`src/rtl/mips_mem_arbiter.sv`:
```
// mips_mem_arbiter: shares one single-port unified memory between MIPS
// instruction fetch and load/store data access. Each transaction is held on
// the memory port for WAIT_CYCLES cycles, then the owner gets a one-cycle ack
// along with any read data. Data has priority over fetch. A starvation
// counter forces a fetch grant after STARVE_MAX back-to-back data grants that
// were made while a fetch was waiting.
module mips_mem_arbiter #(
   parameter int WAIT_CYCLES = 2,
   parameter int STARVE_MAX  = 4
) (
   input  logic        globalclock,
   input  logic        globalreset,
   input  logic        if_req,
   input  logic [31:0] if_addr,
   output logic [31:0] if_rdata,
   output logic        if_ack,
   input  logic        d_req,
   input  logic        d_we,
   input  logic [31:0] d_addr,
   input  logic [31:0] d_wdata,
   output logic [31:0] d_rdata,
   output logic        d_ack,
   output logic        mem_en,
   output logic        mem_we,
   output logic [31:0] mem_addr,
   output logic [31:0] mem_wdata,
   input  logic [31:0] mem_rdata,
   output logic        busy
);

   localparam int CW = (WAIT_CYCLES > 1) ? $clog2(WAIT_CYCLES) : 1;
   localparam int SW = $clog2(STARVE_MAX + 1);

   typedef enum logic [1:0] {
      S_IDLE   = 2'd0,
      S_ACCESS = 2'd1,
      S_RESP   = 2'd2
   } state_t;

   state_t        state_q, state_d;
   logic [CW-1:0] cnt_q, cnt_d;
   logic [SW-1:0] starve_q, starve_d;
   logic          own_data_q, own_data_d;
   logic          we_q, we_d;
   logic [31:0]   addr_q, addr_d;
   logic [31:0]   wdata_q, wdata_d;
   logic [31:0]   if_rdata_q, if_rdata_d;
   logic [31:0]   d_rdata_q, d_rdata_d;
   logic          if_ack_q, if_ack_d;
   logic          d_ack_q, d_ack_d;
   logic          mem_en_q, mem_en_d;
   logic          mem_we_q, mem_we_d;
   logic [31:0]   mem_addr_q, mem_addr_d;
   logic [31:0]   mem_wdata_q, mem_wdata_d;
   logic          busy_q, busy_d;

   // Next-state, grant selection and next values of every registered output.
   // Memory-port outputs are computed one cycle ahead so they are flop-driven
   // yet still line up exactly with the ACCESS cycles.
   always_comb begin
      state_d     = state_q;
      cnt_d       = cnt_q;
      starve_d    = starve_q;
      own_data_d  = own_data_q;
      we_d        = we_q;
      addr_d      = addr_q;
      wdata_d     = wdata_q;
      if_rdata_d  = if_rdata_q;
      d_rdata_d   = d_rdata_q;
      if_ack_d    = 1'b0;
      d_ack_d     = 1'b0;
      mem_en_d    = 1'b0;
      mem_we_d    = 1'b0;
      mem_addr_d  = 32'd0;
      mem_wdata_d = 32'd0;
      busy_d      = 1'b0;

      case (state_q)
         S_IDLE: begin
            if (d_req || if_req) begin
               if (d_req && !(if_req && (starve_q == SW'(STARVE_MAX)))) begin
                  own_data_d = 1'b1;
                  we_d       = d_we;
                  addr_d     = d_addr;
                  wdata_d    = d_wdata;
                  if (if_req) begin
                     starve_d = starve_q + SW'(1);
                  end else begin
                     starve_d = SW'(0);
                  end
               end else begin
                  own_data_d = 1'b0;
                  we_d       = 1'b0;
                  addr_d     = if_addr;
                  wdata_d    = 32'd0;
                  starve_d   = SW'(0);
               end
               cnt_d       = CW'(0);
               state_d     = S_ACCESS;
               mem_en_d    = 1'b1;
               mem_we_d    = we_d;
               mem_addr_d  = addr_d & 32'hFFFF_FFFC;
               mem_wdata_d = wdata_d;
            end else begin
               // if_req is low here, so nothing is waiting to be starved.
               starve_d = SW'(0);
            end
         end
         S_ACCESS: begin
            if (cnt_q == CW'(WAIT_CYCLES - 1)) begin
               // Last access cycle: mem_rdata is valid now.
               state_d = S_RESP;
               if (own_data_q) begin
                  d_ack_d = 1'b1;
                  if (!we_q) begin
                     d_rdata_d = mem_rdata;
                  end else begin
                     d_rdata_d = d_rdata_q;
                  end
               end else begin
                  if_ack_d   = 1'b1;
                  if_rdata_d = mem_rdata;
               end
            end else begin
               cnt_d       = cnt_q + CW'(1);
               mem_en_d    = 1'b1;
               mem_we_d    = we_q;
               mem_addr_d  = addr_q & 32'hFFFF_FFFC;
               mem_wdata_d = wdata_q;
            end
         end
         S_RESP: begin
            state_d = S_IDLE;
         end
         default: begin
            state_d = S_IDLE;
         end
      endcase

      if (state_d != S_IDLE) begin
         busy_d = 1'b1;
      end else begin
         busy_d = 1'b0;
      end
   end

   // State and output registers; reset aborts any transaction with no ack.
   always_ff @(posedge globalclock or posedge globalreset) begin
      if (globalreset) begin
         state_q     <= S_IDLE;
         cnt_q       <= CW'(0);
         starve_q    <= SW'(0);
         own_data_q  <= 1'b0;
         we_q        <= 1'b0;
         addr_q      <= 32'd0;
         wdata_q     <= 32'd0;
         if_rdata_q  <= 32'd0;
         d_rdata_q   <= 32'd0;
         if_ack_q    <= 1'b0;
         d_ack_q     <= 1'b0;
         mem_en_q    <= 1'b0;
         mem_we_q    <= 1'b0;
         mem_addr_q  <= 32'd0;
         mem_wdata_q <= 32'd0;
         busy_q      <= 1'b0;
      end else begin
         state_q     <= state_d;
         cnt_q       <= cnt_d;
         starve_q    <= starve_d;
         own_data_q  <= own_data_d;
         we_q        <= we_d;
         addr_q      <= addr_d;
         wdata_q     <= wdata_d;
         if_rdata_q  <= if_rdata_d;
         d_rdata_q   <= d_rdata_d;
         if_ack_q    <= if_ack_d;
         d_ack_q     <= d_ack_d;
         mem_en_q    <= mem_en_d;
         mem_we_q    <= mem_we_d;
         mem_addr_q  <= mem_addr_d;
         mem_wdata_q <= mem_wdata_d;
         busy_q      <= busy_d;
      end
   end

   assign if_rdata  = if_rdata_q;
   assign d_rdata   = d_rdata_q;
   assign if_ack    = if_ack_q;
   assign d_ack     = d_ack_q;
   assign mem_en    = mem_en_q;
   assign mem_we    = mem_we_q;
   assign mem_addr  = mem_addr_q;
   assign mem_wdata = mem_wdata_q;
   assign busy      = busy_q;

endmodule
```
`config.mk`:
```
export PLATFORM = sky130hd
export DESIGN_NAME = mips_mem_arbiter
export DESIGN_NICKNAME = d
export VERILOG_FILES = /design/src/rtl/mips_mem_arbiter.sv
export SDC_FILE = /design/constraint.sdc
export NUM_CORES = 1
export LEC_CHECK = 0
export ABC_AREA = 0
export CELL_PAD_IN_SITES_DETAIL_PLACEMENT = 0
export CELL_PAD_IN_SITES_GLOBAL_PLACEMENT = 1
export CORE_ASPECT_RATIO = 0.8
export CORE_MARGIN = 10
export CORE_UTILIZATION = 38
export DETAILED_ROUTE_END_ITERATION = 8
export PLACE_DENSITY_LB_ADDON = 0.1
export REMOVE_ABC_BUFFERS = 1
export SLEW_MARGIN = 20
export SYNTH_ARGS = -nofsm -noshare
export SYNTH_HDL_FRONTEND = slang
export SYNTH_SLANG_ARGS = --single-unit
```
`constraint.sdc`:
```
create_clock -name globalclock -period 17.6 [get_ports globalclock]
set_input_delay 2.64 -clock globalclock [delete_from_list [all_inputs] [get_ports globalclock]]
set_output_delay 2.64 -clock globalclock [all_outputs]
set_load 0.005 [all_outputs]
```
After elaboration in Yosys (flattened, before gate mapping):

Cells that the tools add are included.
Widths: inputs -> output; s select.

* $add $sub $neg: 2
* eq/ne operators: 3
* multiplexer cells: 32
* bitwise logic cells: 2
* reductions and logical operators: 11

Operators by type and width (count)
* $mux 32: 6
* $pmux 32 s2: 2
* $mux 1: 15
* $mux 3: 3
* $pmux 1 s2: 3
* $mux 2: 2
* $pmux 2 s2: 1
* $reduce_and 2->1: 2
* $reduce_and 4->1: 1
* $reduce_bool 2->1: 2
* $add 3x1->3 const B: 1
* $eq 3x3->1 const B: 1
* $reduce_and 3->1: 1
* $eq 2x1->1 const B: 1
* $logic_and 1x1->1: 2
* $logic_not 2->1: 1
* $ne 2x2->1 const B: 1
* $not 1->1: 2
* $add 1x1->1 const B: 1
* $logic_not 1->1: 1
* $logic_or 1x1->1: 1

* flip-flop bits (word level): 205
* input port bits: 133
* output and inout port bits: 133

Depth between registers and ports, before layout:

* depth in word-level cells: 7
* depth in mapped cells: 8

Worst setup path after synthesis:

Ideal clock, no wire load.

* path type: in2reg
* start: input port d_req
* end: register wdata_q[10]
* arrival: 3.641 ns
* slack: 13.894 ns
* stages on the path: 7
* path buffers: 4
* cells stage by stage: buf_2 > or2_2 > clkbuf_1 > nand2_1 > buf_4 > buf_4 > a22o_1

* word-level cells in the longest chain between the ends: 2
* elaborated cells between the ends (all ways): 4
* classes of those cells: mux: 1; reduce/logical: 3

Ends and longest elaborated chain
* start: declaration: line 17 `input logic d_req,`
* $logic_and 1x1->1 or $logic_or 1x1->1 (tied branches): line 81, 80
* $mux 32 or $reduce_and 2->1 (tied branches)
* end signal: assignment: line 173 `wdata_q <= wdata_d;`
* end: declaration: line 46 `logic [31:0] wdata_q, wdata_d;`

Several ways; a longest one is shown, not always the timed one.
A chain may end at the register's enable or synchronous reset.

Final worst setup path:

* start: input port if_req
* end: register wdata_q[17]

* word-level cells in the longest chain between the ends: 4
* elaborated cells between the ends (all ways): 6
* classes of those cells: mux: 1; reduce/logical: 5

Ends and longest elaborated chain
* start: declaration: line 13 `input logic if_req,`
* $logic_and 1x1->1: line 81 `if (d_req && !(if_req && (starve_q == SW'(STARVE_MAX)))) begin`
* $logic_not 1->1: line 81
* $logic_and 1x1->1: line 81
* $mux 32: line 81

Several ways; a longest one is shown, not always the timed one.

==> flow_summary.toml <==
[routing]
post_drt_via_cell_ratio = 5.352
drc = 0
dr.pass1.iters = 4
vias = 5994
initialDrtViolationCount = 320
wirelength_mm = 24.12
ant_nets = 0
wl_per_cell_um = 21.53

[synth]
synth-edff-count = 0
yosys_warnings = 0
synth.distinct_cells = 31
synthTopCellsByArea = "dfrtp_1, mux2_2, a22o_1"
yosysTopAreaCellShare_pct = 63.70
avgSynthCellArea_um2 = 13.03
synth_ff_type = "dfrtp_1"
yosysMostFrequentCell = "dfrtp_1"
yosys.area.top_type = "dfrtp_1"
yosysSeqAreaShare_pct = 63.70
syn_area_um2 = 7896
syn_inst = 606
ys_top_cells_by_count = "dfrtp_1, a22o_1, mux2_2, o211ai_1, nand2_1"
async_flop_share_pct = 100.0
synth_seq_cells = 201

[cells_and_area]
fin_util_pct = 54.91
fin_nets = 972
drive_above_1_share_pct = 13.19
syn_to_final_growth_pct = 43.13

[place]
portBuffers = 259
gp_congestion = 0.7644
dp_hpwl_mm = 16.00

[pwr]
power_density_nw_per_um2 = 176.6
irDropWorstVdd_mv = 0.09072
p_leak_nw = 4.703

[clock_tree]
cts.sinks = 201
clk_pin_slew_ns = 0.06
post_cts.repair.setup_buffers = 0
ctsHoldBuffers = 0
htree_num_levels = 1
cts_tree = "done"
clock_latency_ns = 0.50
clockBufferDepth = 3
cts_root_buf = "clkbuf_16"
cts_buffers = 21
cts_resized = 0

[floorplan]
die_h_um = 148.9
die_x_um = 181.2
io_pins = 266
core_area_um2 = 20580
dieArea_um2 = 26980
start_util_pct = 38.36
rows = 47

[sta]
finalSetupViolations = 0
slew_headroom_pct = 42.06
hold_slack_ns = 0.4865
max_freq_mhz = 210.4
finalSetupTns_ns = 0
fin_worst_skew_ns = 0.007740
hold_viol = 0
period_share_pct = 27.01
period_minus_slack_ns = 4.754
rsz0062_at_grt = "no"
worst_pin_slew_ns = 0.8681
final_max_slew_viol_count = 0

[critical_path]
cpLargestDelayFamily = "simple AND/OR/NAND/NOR gates"
crit_fanout = 67
slowest_stage = "nand3_2"
rr_endpoint = "wdata_q[17]$_DFFE_PP0P_"
cp_data_required_time_ns = 17.98
critical_path_class = "input pin to flop"
r2r_setup_slack_ns = 15.03
arrival_ns = 5.13
path_buf_inv = 1
ff2ff_path_depth = 5
cpPeakStageDelay_ns = 0.75
r2r_start = "starve_q[0]$_DFFE_PP0P_"
startpoint_type = "input pin"
crit_path_cell_trace = "clkdlybuf4s50_1 -> nand3_2 -> and3_4 -> a22o_1"
critPathCaptureType = "flop"

[global_route]
grt_max_degree = 125
grt_pass1_wl_mm = 37.18
overflow = 0
antenna_found_initial = 2
grt_pass1_vias = 6352
grtUsageTotal_pct = 16.92

[run]
maxCapViolCount = 0

[worst_hold_path]
min-delay-start = "d_rdata[22]$_DFFE_PP0P_"
hold_class = "flop to flop"
min_delay_worst_endpoint = "d_rdata[22]$_DFFE_PP0P_"
hold-path-cell-count = 1

[run_status]
outcome = "finished, final reports clean"
registers in the layout, indices dropped and copies added, names as in the netlist, 2 cells and up:
signal and count:
mem_addr 30, addr_q 30, mem_wdata 32, if_rdata 32
starve_q 3, d_rdata 32, state_q 2, wdata_q 32
logic make-up (layout without fill, tap and decap cells):
logic type / after synthesis / in the layout / share of synthesized area (%)
multiplexers: 64 / 64 / 9.127
other: 1 / 4 / 0.04749
AO/OA/AOI/OAI: 162 / 162 / 15.43
buffers and inverters: 64 / 306 / 3.929
flip-flops: 201 / 201 / 63.70
adder cells (fa/ha/maj): 2 / 2 / 0.3169
AND/OR/NAND/NOR: 112 / 112 / 7.447
stage by stage:
step / area, um2 / instances / worst slack, ns / power, mW
final: 11300 / 1120 / 12.85 / 1.996
after floorplan: 7605 / 547 / 9.478 / 1.134
after global placement: 10620 / 1083 / 12.15 / 1.559
after detailed placement: 10620 / 1083 / 12.06 / 1.589
after CTS: 11290 / 1118 / 12.59 / 2.026
after global routing: 11300 / 1120 / 12.76 / 2.122
cells in the final DEF (no fill, tap or decap), drive strengths merged:
cell type      instances
nand2b                 1
o21ai                 33
nand3                 31
clkbuf                33
o211ai                60
and3                   2
clkdlybuf4s50        259
dfrtp                201
clkinv                 1
mux2                  64
nand2                 34
a41o                   1
nor3b                  1
nor2                   3
and2                   2
ha                     2
or2                    2
nor2b                  1
a22o                  66
conb                   2
and4b                  1
nor4bb                 1
and3b                  1
a21o                   2
diode                  2
nand4                 32
buf                    8
inv                    5
how the worst max path moves through the flow:
stage | to | slack (ns) | cells past startpoint | from
floorplan | addr_q[10]$_DFFE_PP0P_ | 9.48 | 1 | globalreset
detailed placement | wdata_q[4]$_DFFE_PP0P_ | 12.06 | 4 | if_req
finish | wdata_q[17]$_DFFE_PP0P_ | 12.85 | 4 | if_req
global placement | mem_wdata[18]$_DFF_PP0_ | 12.15 | 4 | if_req
global route | wdata_q[16]$_DFFE_PP0P_ | 12.76 | 4 | if_req
CTS | wdata_q[4]$_DFFE_PP0P_ | 12.59 | 4 | if_req
per-layer routing:
layer / GRT usage, % / vias up / share of wire (%)
met5: 0 / - / 0
met2: 27.31 / 218 / 46
li1: - / 2717 / -
met3: 5.698 / 37 / 7.7
met1: 21.49 / 3022 / 43
met4: 4.304 / 0 / 2.4
power by group:
part	internal, mW	switching (mW)
Sequential	0.677	0.102
Clock	0.252	0.175
Combinational	0.451	0.338
final cells by class:
class	count	area, um2
flip-flops and latches	201	5030
diodes	2	5.005
clock buffers	33	650.6
multi-input cells	342	2587
inverters	4	22.52
well taps	269	336.6
fillers	1698	9280
clock inverters	2	13.76
repair buffers	267	2656
Power figures use the tool's default switching activity.
